$ cat src/rtl/rect_fill.sv
// Rectangle fill engine: plots an axis-aligned rectangle, clipped to the
// screen, into the VGA adapter plot port at one pixel per clock.
// Traversal is column-major (y inner). The colour is solid, a column stripe
// or a row stripe, selected by mode.
module rect_fill #(
    parameter int SCREEN_W = 160,
    parameter int SCREEN_H = 120,
    parameter int XW       = 8,
    parameter int YW       = 7,
    parameter int CW       = 3
) (
    input  logic          clk,
    input  logic          rst,
    input  logic          start,
    input  logic [XW-1:0] x0,
    input  logic [YW-1:0] y0,
    input  logic [XW-1:0] w,
    input  logic [YW-1:0] h,
    input  logic [CW-1:0] colour,
    input  logic [1:0]    mode,
    output logic          busy,
    output logic          done,
    output logic [XW-1:0] vga_x,
    output logic [YW-1:0] vga_y,
    output logic [CW-1:0] vga_colour,
    output logic          vga_plot
);

    localparam logic [XW:0] SW = (XW+1)'(SCREEN_W);
    localparam logic [YW:0] SH = (YW+1)'(SCREEN_H);

    typedef enum logic [1:0] {IDLE, FILL, DONE} state_t;

    state_t        state;
    logic [YW-1:0] y_org;
    logic [XW:0]   x_end_q;
    logic [YW:0]   y_end_q;
    logic [CW-1:0] col_q;
    logic [1:0]    mode_q;

    logic [XW:0]   x_sum, x_end;
    logic [YW:0]   y_sum, y_end;
    logic          empty;
    logic          wrap, last;
    logic [XW-1:0] nx;
    logic [YW-1:0] ny;

    // Pixel colour for a given mode and position; the stripes add the
    // low coordinate bits to the base colour, wrapping mod 2^CW.
    function automatic logic [CW-1:0] pix_col(input logic [1:0] m,
                                              input logic [CW-1:0] c,
                                              input logic [XW-1:0] px,
                                              input logic [YW-1:0] py);
        case (m)
            2'd1:    pix_col = c + px[CW-1:0];
            2'd2:    pix_col = c + py[CW-1:0];
            default: pix_col = c;
        endcase
    endfunction

    // Clip the requested extent to the screen. The sums are one bit wider so
    // that they cannot overflow.
    always_comb begin
        x_sum = {1'b0, x0} + {1'b0, w};
        y_sum = {1'b0, y0} + {1'b0, h};
        x_end = (x_sum > SW) ? SW : x_sum;
        y_end = (y_sum > SH) ? SH : y_sum;
        empty = ({1'b0, x0} >= SW) || ({1'b0, y0} >= SH) || (w == '0) || (h == '0);
    end

    // Next pixel position: y steps inside a column and wraps to the top row,
    // then x steps.
    always_comb begin
        wrap = (({1'b0, vga_y} + (YW+1)'(1)) == y_end_q);
        last = wrap && (({1'b0, vga_x} + (XW+1)'(1)) == x_end_q);
        nx   = wrap ? vga_x + XW'(1) : vga_x;
        ny   = wrap ? y_org : vga_y + YW'(1);
    end

    // Control FSM with registered outputs.
    always_ff @(posedge clk or posedge rst) begin
        if (rst) begin
            state      <= IDLE;
            busy       <= 1'b0;
            done       <= 1'b0;
            vga_plot   <= 1'b0;
            vga_x      <= '0;
            vga_y      <= '0;
            vga_colour <= '0;
            y_org      <= '0;
            x_end_q    <= '0;
            y_end_q    <= '0;
            col_q      <= '0;
            mode_q     <= '0;
        end else begin
            case (state)
                IDLE: begin
                    if (start) begin
                        y_org   <= y0;
                        x_end_q <= x_end;
                        y_end_q <= y_end;
                        col_q   <= colour;
                        mode_q  <= mode;
                        if (empty) begin
                            state <= DONE;
                            done  <= 1'b1;
                        end else begin
                            state      <= FILL;
                            busy       <= 1'b1;
                            vga_plot   <= 1'b1;
                            vga_x      <= x0;
                            vga_y      <= y0;
                            vga_colour <= pix_col(mode, colour, x0, y0);
                        end
                    end
                end
                FILL: begin
                    if (last) begin
                        state    <= DONE;
                        busy     <= 1'b0;
                        vga_plot <= 1'b0;
                        done     <= 1'b1;
                    end else begin
                        vga_x      <= nx;
                        vga_y      <= ny;
                        vga_colour <= pix_col(mode_q, col_q, nx, ny);
                    end
                end
                DONE: begin
                    // Hold done until the controller releases start.
                    if (!start) begin
                        state <= IDLE;
                        done  <= 1'b0;
                    end
                end
                default: begin
                    state    <= IDLE;
                    busy     <= 1'b0;
                    done     <= 1'b0;
                    vga_plot <= 1'b0;
                end
            endcase
        end
    end

endmodule

$ cat config.mk
export PLATFORM = sky130hd
export DESIGN_NAME = rect_fill
export DESIGN_NICKNAME = d
export VERILOG_FILES = /design/src/rtl/rect_fill.sv
export SDC_FILE = /design/constraint.sdc
export NUM_CORES = 1
export LEC_CHECK = 0
export ABC_AREA = 1
export BUFFER_PORTS_ARGS = -buffer_cell sky130_fd_sc_hd__buf_2
export CAP_MARGIN = 10
export CORE_MARGIN = 10
export CORE_UTILIZATION = 45
export DETAILED_ROUTE_END_ITERATION = 10
export PLACE_DENSITY = 0.68
export SLEW_MARGIN = 20
export SYNTH_ARGS = -nofsm -noshare
export SYNTH_HDL_FRONTEND = slang
export SYNTH_SLANG_ARGS = --single-unit
$ cat constraint.sdc
create_clock -name clk -period 2.75 [get_ports clk]
set_input_delay 0.1375 -clock clk [delete_from_list [all_inputs] [get_ports clk]]
set_output_delay 0.1375 -clock clk [all_outputs]
set_load 0.01 [all_outputs]
# Yosys cells after proc, flatten, opt, wreduce, memory -nomap -nowiden

Cells that the tools add are included.
W data, S select, Z words.

Logic and storage cells: 88
Register bits: 51
Input bits: 38

Equal/unequal tests: 15
$add $sub $neg: 10
$lt $le $gt $ge: 4
Muxes and demuxes: 32
Bitwise logic cells: 1
Reductions and logical operators: 14

Operators by type and width:

| kind                  | number |
|---|---|
| $mux W8               | 5 |
| $mux W7               | 4 |
| $pmux W3 S2           | 3 |
| $pmux W8 S2           | 1 |
| $ne A2 B2 Y1 const B  | 7 |
| $pmux W7 S2           | 1 |
| $add A3 B3 Y3         | 4 |
| $reduce_and A4 Y1     | 3 |
| $add A8 B1 Y9 const B | 1 |
| $add A8 B8 Y9         | 1 |
| $eq A9 B9 Y1          | 1 |
| $gt A9 B8 Y1 const B  | 1 |
| $mux W3               | 3 |
| $mux W9               | 1 |
| $add A7 B1 Y8 const B | 1 |
| $add A7 B7 Y8         | 1 |
| $add A8 B1 Y8 const B | 1 |
| $eq A8 B8 Y1          | 1 |
| $ge A8 B8 Y1 const B  | 1 |
| $gt A8 B7 Y1 const B  | 1 |
| $logic_not A8 Y1      | 1 |
| $mux W2               | 4 |
| $add A7 B1 Y7 const B | 1 |
| $ge A7 B7 Y1 const B  | 1 |
| 14 further kinds      | 27 |

# Longest topological paths before layout

Gate-level depths: netlist of the first run.

Depth after elaboration: 7
Depth in mapped cells: 21
Gate-level depth less buffers: 21

# Least setup slack after synthesis of the first run

OpenSTA, ideal clock, no wires.

Kind: flip-flop to flip-flop
Start: register vga_y[0]
End: register vga_colour[2]
Setup time: 121 ps
Path slack: 2 ps
Arrival: 2626 ps
Path buffers: 0
Stages on the path, launching flop included: 21
Cell sequence: dfrtp_1 ha_1 nand2_1 inv_1 nand3_1 nand3_1 nand2_1 nand3_4 nor2_8 nand2_4 xor2_1 mux2i_1 ha_1 inv_1 fa_1 inv_1 nand3_1 nand3_1 nand2_1 nand3_1 a21oi_1

Word-level cells in the longest chain between the ends: 7
Elaborated cells between the ends (all ways): 13
Classes of those cells: 4 x add/sub; 2 x eq/ne; 5 x mux; 2 x reduce/logical

Ends and longest elaborated chain:

| item                                    | line   | source |
|---|---|---|
| start, declared                         | 24     | `output logic [YW-1:0] vga_y,` |
| start signal, assigned                  | 112    | `vga_y <= y0;` |
| start signal, assigned                  | 125    | `vga_y <= ny;` |
| $add A7 B1 Y8                           | 74     | `wrap = (({1'b0, vga_y} + (YW+1)'(1)) == y_end_q);` |
| $eq A8 B8 Y1                            | 74     |  |
| $mux W7 or $mux W8 (tied branches)      | 77, 76 |  |
| $add A3 B3 Y3, on equally long branches | 56, 55 |  |
| $pmux W3 S2                             | 54     | `case (m)` |
| $mux W3                                 | 118    | `if (last) begin` |
| $pmux W3 S2                             | 96     | `case (state)` |
| end signal, assigned                    | 113    | `vga_colour <= pix_col(mode, colour, x0, y0);` |
| end signal, assigned                    | 126    | `vga_colour <= pix_col(mode_q, col_q, nx, ny);` |
| end, declared                           | 25     | `output logic [CW-1:0] vga_colour,` |

Several ways; a longest one is shown, not always the timed one. The select of a mux whose other input is x is not followed.
A chain may end at the register's enable or synchronous reset.

# Final worst setup path of the first run

Start: register vga_y[1]
End: register vga_colour[2]

Same word-level chain as after synthesis.

==> results of run 1 <==
## final cells by class
| cell class | count | area, sq um |
|---|---|---|
| Fill cell | 763 | 3650 |
| Multi-Input combinational cell | 371 | 2360 |
| Sequential cell | 51 | 1280 |
| Timing Repair Buffer | 72 | 403 |
| Inverter | 61 | 234 |
| Tap cell | 105 | 131 |
| Clock buffer | 6 | 82.6 |
| Clock inverter | 2 | 35.0 |
## sequential cells by signal (all words and copies together), names as in the netlist, 2 cells and up
register	flops
vga_y	7
y_end_q	8
vga_colour	3
col_q	3
mode_q	2
y_org	7
vga_x	8
x_end_q	9
state	2
## metrics by stage
step | setup TNS, ns | power [mW] | std cells
6_report | -0.00280 | 4.66 | 668
5_1_grt | -0.258 | 5.10 | 668
4_1_cts | -0.0312 | 4.44 | 664
3_5_place_dp | -0.124 | 3.80 | 654
3_3_place_gp | 0 | 3.74 | 654
2_1_floorplan | 0 | 3.14 | 494
## cells by family (layout without fill, tap and decap cells)
kind of cell	Yosys count	in the layout	share of synthesized area [%]
AO/OA/AOI/OAI	86	86	13.4
XOR/XNOR	27	27	6.26
adder cells (fa/ha/maj)	25	25	9.08
buffers and inverters	72	141	7.72
flip-flops	51	51	33.8
multiplexers	2	2	0.530
AND/OR/NAND/NOR	231	231	29.2
## worst max-delay path, cell delays in order, from the launching register on
cell                       delay [ns]
sky130_fd_sc_hd__dfrtp_1         0.43
sky130_fd_sc_hd__ha_4            0.19
sky130_fd_sc_hd__nand2_4         0.08
sky130_fd_sc_hd__o21bai_2        0.18
sky130_fd_sc_hd__and2_4          0.19
sky130_fd_sc_hd__nor2_4          0.04
sky130_fd_sc_hd__nor2_4          0.18
sky130_fd_sc_hd__nand2_8         0.10
sky130_fd_sc_hd__xor2_2          0.16
sky130_fd_sc_hd__mux2i_1         0.15
sky130_fd_sc_hd__ha_2            0.19
sky130_fd_sc_hd__inv_2           0.03
sky130_fd_sc_hd__fa_2            0.34
sky130_fd_sc_hd__inv_2           0.06
sky130_fd_sc_hd__nand3_2         0.07
sky130_fd_sc_hd__nand3_1         0.08
sky130_fd_sc_hd__nand2_1         0.05
sky130_fd_sc_hd__nand3_1         0.06
sky130_fd_sc_hd__a21oi_1         0.06
## report_power, final
group / internal [mW] / total (mW) / switching [mW]
sequential: 1.09 / 1.42 / 0.328
combinational: 1.05 / 2.70 / 1.65
clock: 0.295 / 0.552 / 0.257
## routing by layer
layer | share of wire [%] | vias up | track usage, %
met3 | 4.4 | 15 | 2.90
li1 | - | 1762 | -
met5 | 0 | - | 0
met2 | 50 | 74 | 26.1
met1 | 44 | 1608 | 20.5
met4 | 1.6 | 0 | 4.97
## timing repair
action                                  4_1_cts  5_1_grt
endpoints found under the setup margin        2        3
resized for setup                             8       36
buffers inserted                              2        4
pin swaps                                     7       14
## cells in the final DEF, fill, tap and decap left out, drive strengths merged, types with 2 or more instances in the layout
cell type,count
a21o,2
a21oi,20
a31oi,3
buf,72
clkbuf,6
clkinv,3
dfrtp,51
fa,4
ha,21
inv,59
mux2i,2
nand2,137
nand3,47
nand4,7
nor2,30
nor3,2
nor4,4
o21ai,47
o21bai,4
o221ai,3
o22ai,2
o31ai,2
xnor2,9
xor2,18
## worst min-delay path by stage
stage / endpoint / slack (ns) / cells past startpoint
after detailed placement: vga_y[6] / 0.36 / 3
after floorplan: mode_q[1] / 0.25 / 2
final: y_org[6] / -0.005 / 3
after global placement: done / 0.35 / 3
after global routing: vga_y[5] / 0.06 / 3
after CTS: done / 0.03 / 3
==> impl_metrics.tcl, run 1 <==
set metrics [dict create \
    post-route-period-util_pct 100 \
    core.rowCount 33 \
    crit_fanout 7 \
    nets 625 \
    floorplan.die_area_sq_um 12500 \
    synth-edff-count 0 \
    post-synth-top-count-cell "sky130_fd_sc_hd__nand2_1" \
    crit_end "vga_colour[2]" \
    post_synth.cell_area_avg_sq_um 7.64 \
    fmax_mhz 363 \
    postSynth.asyncResetShare_pct 100 \
    fin_worst_hold_slack_ns -0.00469 \
    worst_path_clk_slew_ns 0.09 \
    violations_in_the_final_reports "hold timing, setup timing" \
    status "finished with violations" \
    hold_viol_final 6 \
    count_of_endpoints_failing_setup_in_the_final_report 1 \
    pin_count_of_the_biggest_net_entering_global_routing 52 \
    setup.worst_path.end_class "flop" \
    detail_route.iter0.violations 178 \
    crit_arrival_ns 2.96 \
    slew_viol_final 0 \
    synth.lib_cells_used.distinct 44 \
    postSynthNetCount 557 \
    crit_path_start_kind "flop" \
    synthesis.area_sq_um 3780 \
    worst_slew_margin_rel_pct 50.6 \
    final_period_minus_worst_setup_slack_ns 2.75 \
    floorplan.io_pins 59 \
    grt_overflow 0 \
    drv_cap 0 \
    crit_type "reg2reg" \
    tightest_slew_ns 0.740 \
    via_count 3459 \
    synth_sequential_area_ratio_pct 33.8 \
    timing.reg2reg.worst_path_depth 18 \
    synth-seq-cells 51 \
    placed_area_sq_um 4200 \
    h-tree-depth 2 \
    synth_top_cells_by_area "sky130_fd_sc_hd__dfrtp_1 34%, sky130_fd_sc_hd__nand2_1 13%, sky130_fd_sc_hd__ha_1 7.0%" \
    synth.largest_area_cell "sky130_fd_sc_hd__dfrtp_1" \
    clockRootBuffer "sky130_fd_sc_hd__clkbuf_8" \
    critical_path.reg2reg.endpoint "vga_colour[2]" \
    final_layout_size_suffix_gt1_share_pct 26.5 \
    die_w_microns 112 \
    cts_buffers 5 \
    finish.instance_area_sq_um 4530 \
    cts-hold-fix-buffers 0 \
    die-height_microns 112 \
    globalRouteTotalUtil_pct 15.8 \
    synth_top_cells_by_count "129 x sky130_fd_sc_hd__nand2_1, 57 x sky130_fd_sc_hd__inv_1, 51 x sky130_fd_sc_hd__dfrtp_1, 40 x sky130_fd_sc_hd__o21ai_0, 38 x sky130_fd_sc_hd__nand3_1" \
    number_of_antenna_violations_at_the_first_check_in_global_routing 0 \
    finalCoreUtilization_pct 55.4 \
    route.antenna.remaining_nets 0 \
    place_hpwl_mm 7.61 \
    global_route_wire_length_before_repair_mm 16.8 \
    synth_cells 494 \
    place_worst_setup_slack_ns -0.0756 \
    required_ns 2.95 \
    peakVddDrop_mv 0.557 \
    power_per_cell_area_nw_per_um2 1030 \
    hold_path_class "in2async" \
    number_of_global_route_vias_before_repair 3465 \
    clock-skew-final_ns 0.00620 \
    gp_congestion 0.880 \
    antennaDiodeCount 0 \
    wl_mm 10.1 \
    numClockSinks 51 \
    port_buffers 58 \
    postLayoutSetupSlackWorst_ns -0.00280 \
    setup.reg_to_reg.worst_slack_ns -0.003 \
    route.detailed.vias_per_inst 5.18 \
    rr_startpoint "vga_y[1]" \
    worst_setup_path_startpoint "vga_y[1]" \
    core_area_sq_um 8180 \
    yosys_top_cell_area_share_pct 33.8 \
    synthFlopType "sky130_fd_sc_hd__dfrtp_1" \
    unrepaired_setup_endpoints_after_global_routing "true" \
    first_pass_iters 4 \
    initial_core_util_pct 46.2 \
    area_growth_pct 19.9 \
    tritoncts "done" \
    p_leak_nw 2.25 \
    yosys_synthesis_warning_count 0 \
    clkLatencyLatePin_ns 0.31 \
    drcViolationCount 0 \
    post_drt_wl_per_cell_microns 15.1 \
    clock_tree.buffer_depth 2 \
]
No activity file was read; power rests on OpenSTA's default activity.
==> run 2: changes to the inputs <==
Settings changed: ABC_AREA 1 to not set.
==> run 2 against run 1 <==
Net effect:
- the flow finishes with violations (setup timing)
- sequential cell count is the same
- via count grew 1.3%
- area after synthesis is 0.76% higher
- critical endpoint unchanged
- largest cell class unchanged
- highest routed layer unchanged
==> impl_metrics.tcl, run 2 <==
set metrics [dict create \
    postSynth.asyncResetShare_pct 100 \
    synth_cells 434 \
    grt_overflow 0 \
    post_drt_wl_per_cell_microns 16.8 \
    fmax_mhz 292 \
    detail_route.iter0.violations 177 \
    synth_sequential_area_ratio_pct 33.5 \
    cts_buffers 5 \
    required_ns 2.95 \
    clockRootBuffer "sky130_fd_sc_hd__clkbuf_8" \
    hold_viol_final 0 \
    drv_cap 0 \
    postLayoutSetupSlackWorst_ns -0.679 \
    max_flop_register "x_end_q" \
    postSynthNetCount 497 \
    yosys_synthesis_warning_count 0 \
    clkLatencyLatePin_ns 0.31 \
    fill_cells 733 \
    setup.worst_path.end_class "flop" \
    crit_path_start_kind "flop" \
    largest_register_ffs 9 \
    wl_mm 10.7 \
    via_count 3504 \
    core.rowCount 33 \
    gp_congestion 0.911 \
    route.detailed.vias_per_inst 5.50 \
    worst_slew_margin_rel_pct 43.7 \
    crit_arrival_ns 3.63 \
    synth.lib_cells_used.distinct 62 \
    number_of_global_route_vias_before_repair 3565 \
    reg.largest.list "x_end_q: 9 flops, vga_x: 8 flops, y_end_q: 8 flops" \
    peakVddDrop_mv 0.600 \
    crit_fanout 4 \
    final_period_minus_worst_setup_slack_ns 3.43 \
    most_frequent_cells_in_the_layout "65 x sky130_fd_sc_hd__nand2_1, 58 x sky130_fd_sc_hd__buf_2, 49 x sky130_fd_sc_hd__dfrtp_1" \
    status "finished with violations" \
    post-route-period-util_pct 125 \
    initial_core_util_pct 46.3 \
    tritoncts "done" \
    number_of_antenna_violations_at_the_first_check_in_global_routing 0 \
    floorplan.io_pins 59 \
    route.antenna.remaining_nets 0 \
    drcViolationCount 0 \
    area_growth_pct 26.0 \
    p_leak_nw 2.24 \
    synthFlopType "sky130_fd_sc_hd__dfrtp_1" \
    layout.cells.most_common "sky130_fd_sc_hd__nand2_1" \
    hold_path_class "in2reg" \
    numClockSinks 51 \
    synth.largest_area_cell "sky130_fd_sc_hd__dfrtp_1" \
    die_w_microns 112 \
    violations_in_the_final_reports "setup timing" \
    synth-seq-cells 51 \
    worst_setup_path_startpoint "vga_y[1]" \
    unrepaired_setup_endpoints_after_global_routing "true" \
    floorplan.die_area_sq_um 12500 \
    setup.reg_to_reg.worst_slack_ns -0.68 \
    global_route_wire_length_before_repair_mm 17.3 \
    critical_path.reg2reg.endpoint "vga_colour[2]" \
    rr_startpoint "vga_y[1]" \
    core_area_sq_um 8220 \
    die-height_microns 112 \
    port_buffers 58 \
    crit_type "reg2reg" \
    globalRouteTotalUtil_pct 16.0 \
    power_per_cell_area_nw_per_um2 1070 \
    clock_tree.buffer_depth 2 \
    yosys_top_cell_area_share_pct 33.5 \
    final_layout_size_suffix_gt1_share_pct 30.1 \
    fin_worst_hold_slack_ns 0.0605 \
    place_hpwl_mm 8.12 \
    setup_total_negative_slack_ns -2.28 \
    clock-skew-final_ns 0.00900 \
    synth_top_cells_by_count "66 x sky130_fd_sc_hd__nand2_1, 51 x sky130_fd_sc_hd__dfrtp_1, 39 x sky130_fd_sc_hd__o21ai_0, 29 x sky130_fd_sc_hd__a21oi_1, 27 x sky130_fd_sc_hd__nor2_1" \
    worst_path_clk_slew_ns 0.10 \
    crit_end "vga_colour[2]" \
    first_pass_iters 4 \
    slew_viol_final 0 \
    h-tree-depth 2 \
    timing.reg2reg.worst_path_depth 18 \
    post-synth-top-count-cell "sky130_fd_sc_hd__nand2_1" \
    tightest_slew_ns 0.844 \
    synthesis.area_sq_um 3800 \
    count_of_endpoints_failing_setup_in_the_final_report 17 \
    nets 595 \
    antennaDiodeCount 0 \
    synth_top_cells_by_area "sky130_fd_sc_hd__dfrtp_1 34%, sky130_fd_sc_hd__ha_1 6.9%, sky130_fd_sc_hd__nand2_1 6.5%" \
    synth-edff-count 0 \
    pin_count_of_the_biggest_net_entering_global_routing 32 \
    post_synth.cell_area_avg_sq_um 8.77 \
]
-- run 2: timing repair --
action / CTS / global route
endpoints found under the setup margin: 6 / 19
endpoints found under the hold margin: 25 / 0
pin swaps: 5 / 14
hold buffers: 1 / 0
gates resized for setup: 5 / 34
setup buffers: 3 / 8
-- run 2: worst min-delay path by stage --
stage | start | to | slack [ns] | cells past startpoint
after CTS | colour[2] | col_q[2] | 0.05 | 3
after detailed placement | rst | done | 0.24 | 2
after global placement | rst | vga_x[6] | 0.21 | 2
after floorplan | colour[0] | col_q[0] | 0.24 | 2
final | mode[0] | mode_q[0] | 0.06 | 3
after global routing | mode[1] | mode_q[1] | 0.07 | 3
-- run 2: metrics by stage --
stage,power [mW],instance area (sq um),worst slack (ns),utilization [%],cells
4_1_cts,4.85,4590,-0.590,55.9,629
2_1_floorplan,3.33,3830,-0.688,-,434
5_1_grt,5.53,4800,-0.885,58.4,637
3_5_place_dp,4.27,4450,-0.594,54.1,618
3_3_place_gp,4.19,4450,-0.472,54.1,618
6_report,5.13,4800,-0.679,58.4,637
-- run 2: kinds of logic (layout without fill, tap and decap cells) --
logic type | Yosys count | count (layout) | synth area share (%)
compound gates | 111 | 111 | 19.3
simple gates | 152 | 152 | 19.8
xor+xnor | 35 | 35 | 8.78
flops | 51 | 51 | 33.5
buf+inv | 46 | 144 | 5.33
fa+ha+maj | 25 | 25 | 9.01
mux | 14 | 14 | 4.21
-- run 2: final cells by class --
cell class | instances | area [sq um] | share of cell area (%)
Timing Repair Buffer | 110 | 729 | 15.2
Tap cell | 105 | 131 | 2.74
Inverter | 27 | 109 | 2.27
Multi-Input combinational cell | 337 | 2460 | 51.3
Sequential cell | 51 | 1280 | 26.7
Clock inverter | 1 | 5.00 | 0.104
Clock buffer | 6 | 82.6 | 1.72
-- run 2: metal layers --
layer	vias up	global-route usage, %	wire [microns]
met5	-	0	0
met4	0	3.89	126
met3	12	3.06	467
met2	78	26.7	5280
met1	1694	20.8	4820
li1	1720	-	-
-- run 2: worst max-delay path, cell delays in order, from the launching register on --
cell and delay [ns]:
sky130_fd_sc_hd__dfrtp_2 0.41, sky130_fd_sc_hd__ha_4 0.16, sky130_fd_sc_hd__and3_4 0.18, sky130_fd_sc_hd__and3_4 0.19, sky130_fd_sc_hd__xnor3_1 0.24, sky130_fd_sc_hd__buf_6 0.14, sky130_fd_sc_hd__a211oi_4 0.29, sky130_fd_sc_hd__xnor2_2 0.11
sky130_fd_sc_hd__o21ai_2 0.15, sky130_fd_sc_hd__ha_1 0.19, sky130_fd_sc_hd__inv_1 0.06, sky130_fd_sc_hd__fa_2 0.34, sky130_fd_sc_hd__nand2b_1 0.11, sky130_fd_sc_hd__nor3_1 0.06, sky130_fd_sc_hd__o211ai_1 0.16, sky130_fd_sc_hd__nand2_1 0.09
sky130_fd_sc_hd__nor3_2 0.21, sky130_fd_sc_hd__nand2_1 0.08, sky130_fd_sc_hd__nor3b_2 0.16
-- run 2: where the power goes --
| group | total (mW) | internal (mW) | switching, mW |
|---|---|---|---|
| combinational | 3.25 | 1.58 | 1.67 |
| sequential | 1.42 | 1.10 | 0.329 |
| clock | 0.456 | 0.199 | 0.258 |
| total | 5.13 | 2.87 | 2.26 |
==> run 3: changes to the inputs <==
Settings changed: BUFFER_PORTS_ARGS -buffer_cell sky130_fd_sc_hd__buf_2 to not set, CORE_ASPECT_RATIO set to 1.25, CTS_BUF_LIST set to sky130_fd_sc_hd__clkbuf_2 sky130_fd_sc_hd__clkbuf_4 sky130_fd_sc_hd__clkbuf_8, DONT_BUFFER_PORTS set to 1, PLACE_DENSITY 0.68 to not set.
==> run 3 against run 2 <==
Net effect:
- the run still ends with setup timing left
- worst hold slack worse by 0.054 ns
- register-to-register slack better by 0.12 ns
- critical path depth is the same
- combinational power down 11%
- total power shrank 6.3%
- sequential share of layout area grew 1.4 points
- die area up 0.19%
- fmax grew 3.5%
- sequential cell count unchanged
- critical path type unchanged
- critical endpoint unchanged
==> impl_metrics.tcl, run 3 (synthesis results as in run 2) <==
set metrics [dict create \
    required_ns 2.97 \
    antennaDiodeCount 0 \
    area_growth_pct 19.8 \
    place_hpwl_mm 8.18 \
    worst_slew_margin_rel_pct 40.7 \
    peakVddDrop_mv 0.404 \
    crit_type "reg2reg" \
    pin_count_of_the_biggest_net_entering_global_routing 32 \
    h-tree-depth 2 \
    power_per_cell_area_nw_per_um2 1050 \
    cpLargestDelayFamily "simple AND/OR/NAND/NOR gates" \
    detail_route.iter0.violations 131 \
    first_pass_iters 4 \
    gp_congestion 0.844 \
    power.clock.fraction_pct 9.7 \
    floorplan.io_pins 59 \
    largest_register_ffs 9 \
    die_w_microns 102 \
    max_flop_register "x_end_q" \
    critical-path-max-stage-delay_ns 0.40 \
    violations_in_the_final_reports "setup timing" \
    tightest_slew_ns 0.886 \
    hold_viol_final 0 \
    wl_mm 10.6 \
    status "finished with violations" \
    setup_total_negative_slack_ns -1.09 \
    crit_fanout 5 \
    floorplan.die_area_sq_um 12600 \
    crit_path_start_kind "flop" \
    layout.cells.most_common "sky130_fd_sc_hd__nand2_1" \
    clock-skew-final_ns 0.0119 \
    count_of_endpoints_failing_setup_in_the_final_report 8 \
    global_route_wire_length_before_repair_mm 17.0 \
    post-route-period-util_pct 120 \
    setup.reg_to_reg.worst_slack_ns -0.56 \
    combPwrFrac_pct 60.5 \
    p_sw_share_pct 43.9 \
    core.rowCount 37 \
    nets 561 \
    clkLatencyLatePin_ns 0.32 \
    postLayoutSetupSlackWorst_ns -0.563 \
    p_leak_nw 2.08 \
    number_of_global_route_vias_before_repair 3424 \
    switchingPower_mw 2.11 \
    route.detailed.vias_per_inst 5.61 \
    core_area_sq_um 8240 \
    clockRootBuffer "sky130_fd_sc_hd__clkbuf_8" \
    cpMostUsedCell "sky130_fd_sc_hd__nand2_1" \
    fmax_mhz 302 \
    placed_area_sq_um 4210 \
    final_layout_size_suffix_gt1_share_pct 20.2 \
    tritoncts "done" \
    number_of_antenna_violations_at_the_first_check_in_global_routing 0 \
    power_frac_seq_pct 29.8 \
    worst_path_clk_slew_ns 0.10 \
    p_int_mw 2.70 \
    final_period_minus_worst_setup_slack_ns 3.31 \
    grt_overflow 0 \
    critPathSlowestCell "sky130_fd_sc_hd__dfrtp_2" \
    via_count 3341 \
    die-height_microns 123 \
    most_frequent_cells_in_the_layout "66 x sky130_fd_sc_hd__nand2_1, 62 x sky130_fd_sc_hd__buf_4, 49 x sky130_fd_sc_hd__dfrtp_1" \
    slew_viol_final 0 \
    post_drt_wl_per_cell_microns 17.8 \
    numClockSinks 51 \
    reg.largest.list "x_end_q: 9 flops, vga_x: 8 flops, y_end_q: 8 flops" \
    unrepaired_setup_endpoints_after_global_routing "true" \
    hold_path_class "in2reg" \
    globalRouteTotalUtil_pct 17.2 \
    route.antenna.remaining_nets 0 \
    timing.critical_path.buf_inv 1 \
    drv_cap 0 \
    drcViolationCount 0 \
    port_buffers 0 \
    crit_path_cell_trace "ha_4 > and3_4 > and3_4 > xnor3_2 > a211o_1 > a21oi_2 > nand2_1 > o21ai_1 > ha_1 > inv_1 > fa_2 > nand2b_1 > nor3_1 > o211ai_1 > nand2_1 > nor3_2 > nand2_1 > nor3b_2" \
    crit_arrival_ns 3.53 \
    initial_core_util_pct 46.2 \
    clock_tree.buffer_depth 2 \
    finish.instance_area_sq_um 4560 \
    setup.worst_path.end_class "flop" \
    cts_buffers 5 \
]
## run 3: cell types whose count changed in the layout (fill, tap and decap cells not counted), sizes merged
cell	change
clkinvlp	+1
dlygate4sd3	+12
buf	-46
## run 3: what timing repair did
action / in CTS / in global routing
hold endpoints to repair: 32 / 0
buffers inserted: 4 / 11
resized for setup: 2 / 11
pin swaps: 5 / 3
hold buffers: 13 / 0
setup endpoints to repair: 11 / 19
## run 3: metrics by stage
stage / instances / hold WS [ns] / utilization [%] / setup slack (ns) / power, mW
finish: 596 / 0.00618 / 55.3 / -0.563 / 4.80
global route: 596 / 0.0148 / 55.3 / -0.783 / 5.20
CTS: 585 / 0.000703 / 54.1 / -0.558 / 4.71
detailed placement: 560 / 0.0772 / 51.0 / -0.598 / 4.19
global placement: 560 / 0.0703 / 51.0 / -0.512 / 4.12
floorplan: 434 / 0.243 / - / -0.688 / 3.33
## run 3: path summary, 6_finish.rpt
| check | startpoint | endpoint | cells after the start |
|---|---|---|---|
| setup / recovery | vga_y[1] | vga_colour[2] | 18 |
| hold / removal | y0[5] | vga_y[5] | 2 |
| setup reg to reg | vga_y[1] | vga_colour[2] | 18 |
| hold reg to reg | y_org[4] | y_org[4] | 2 |
| max in group asynchronous | rst | x_end_q[1] | 3 |
| min in group asynchronous | rst | y_org[5] | 2 |
## run 3: cell type report
| type | count | area (sq um) |
|---|---|---|
| fillers | 759 | 3680 |
| multi-input cells | 337 | 2360 |
| flip-flops and latches | 51 | 1280 |
| repair buffers | 76 | 607 |
| well taps | 97 | 121 |
| inverters | 27 | 104 |
| clock buffers | 6 | 76.3 |
| clock inverters | 2 | 12.5 |
## run 3: metal layers
layer	track usage, %	wire length, microns
met5	0	0
met4	5.83	203
met3	4.61	651
met2	31.0	5480
met1	19.0	4300
## run 3: power groups by stage
stage          sequential, mW  combinational (mW)  clock (mW)
2_1_floorplan            1.43                1.90           0
3_3_place_gp             1.44                2.68           0
3_5_place_dp             1.45                2.74           0
4_1_cts                  1.44                2.80       0.473
5_1_grt                  1.49                3.22       0.496
6_report                 1.43                2.90       0.466
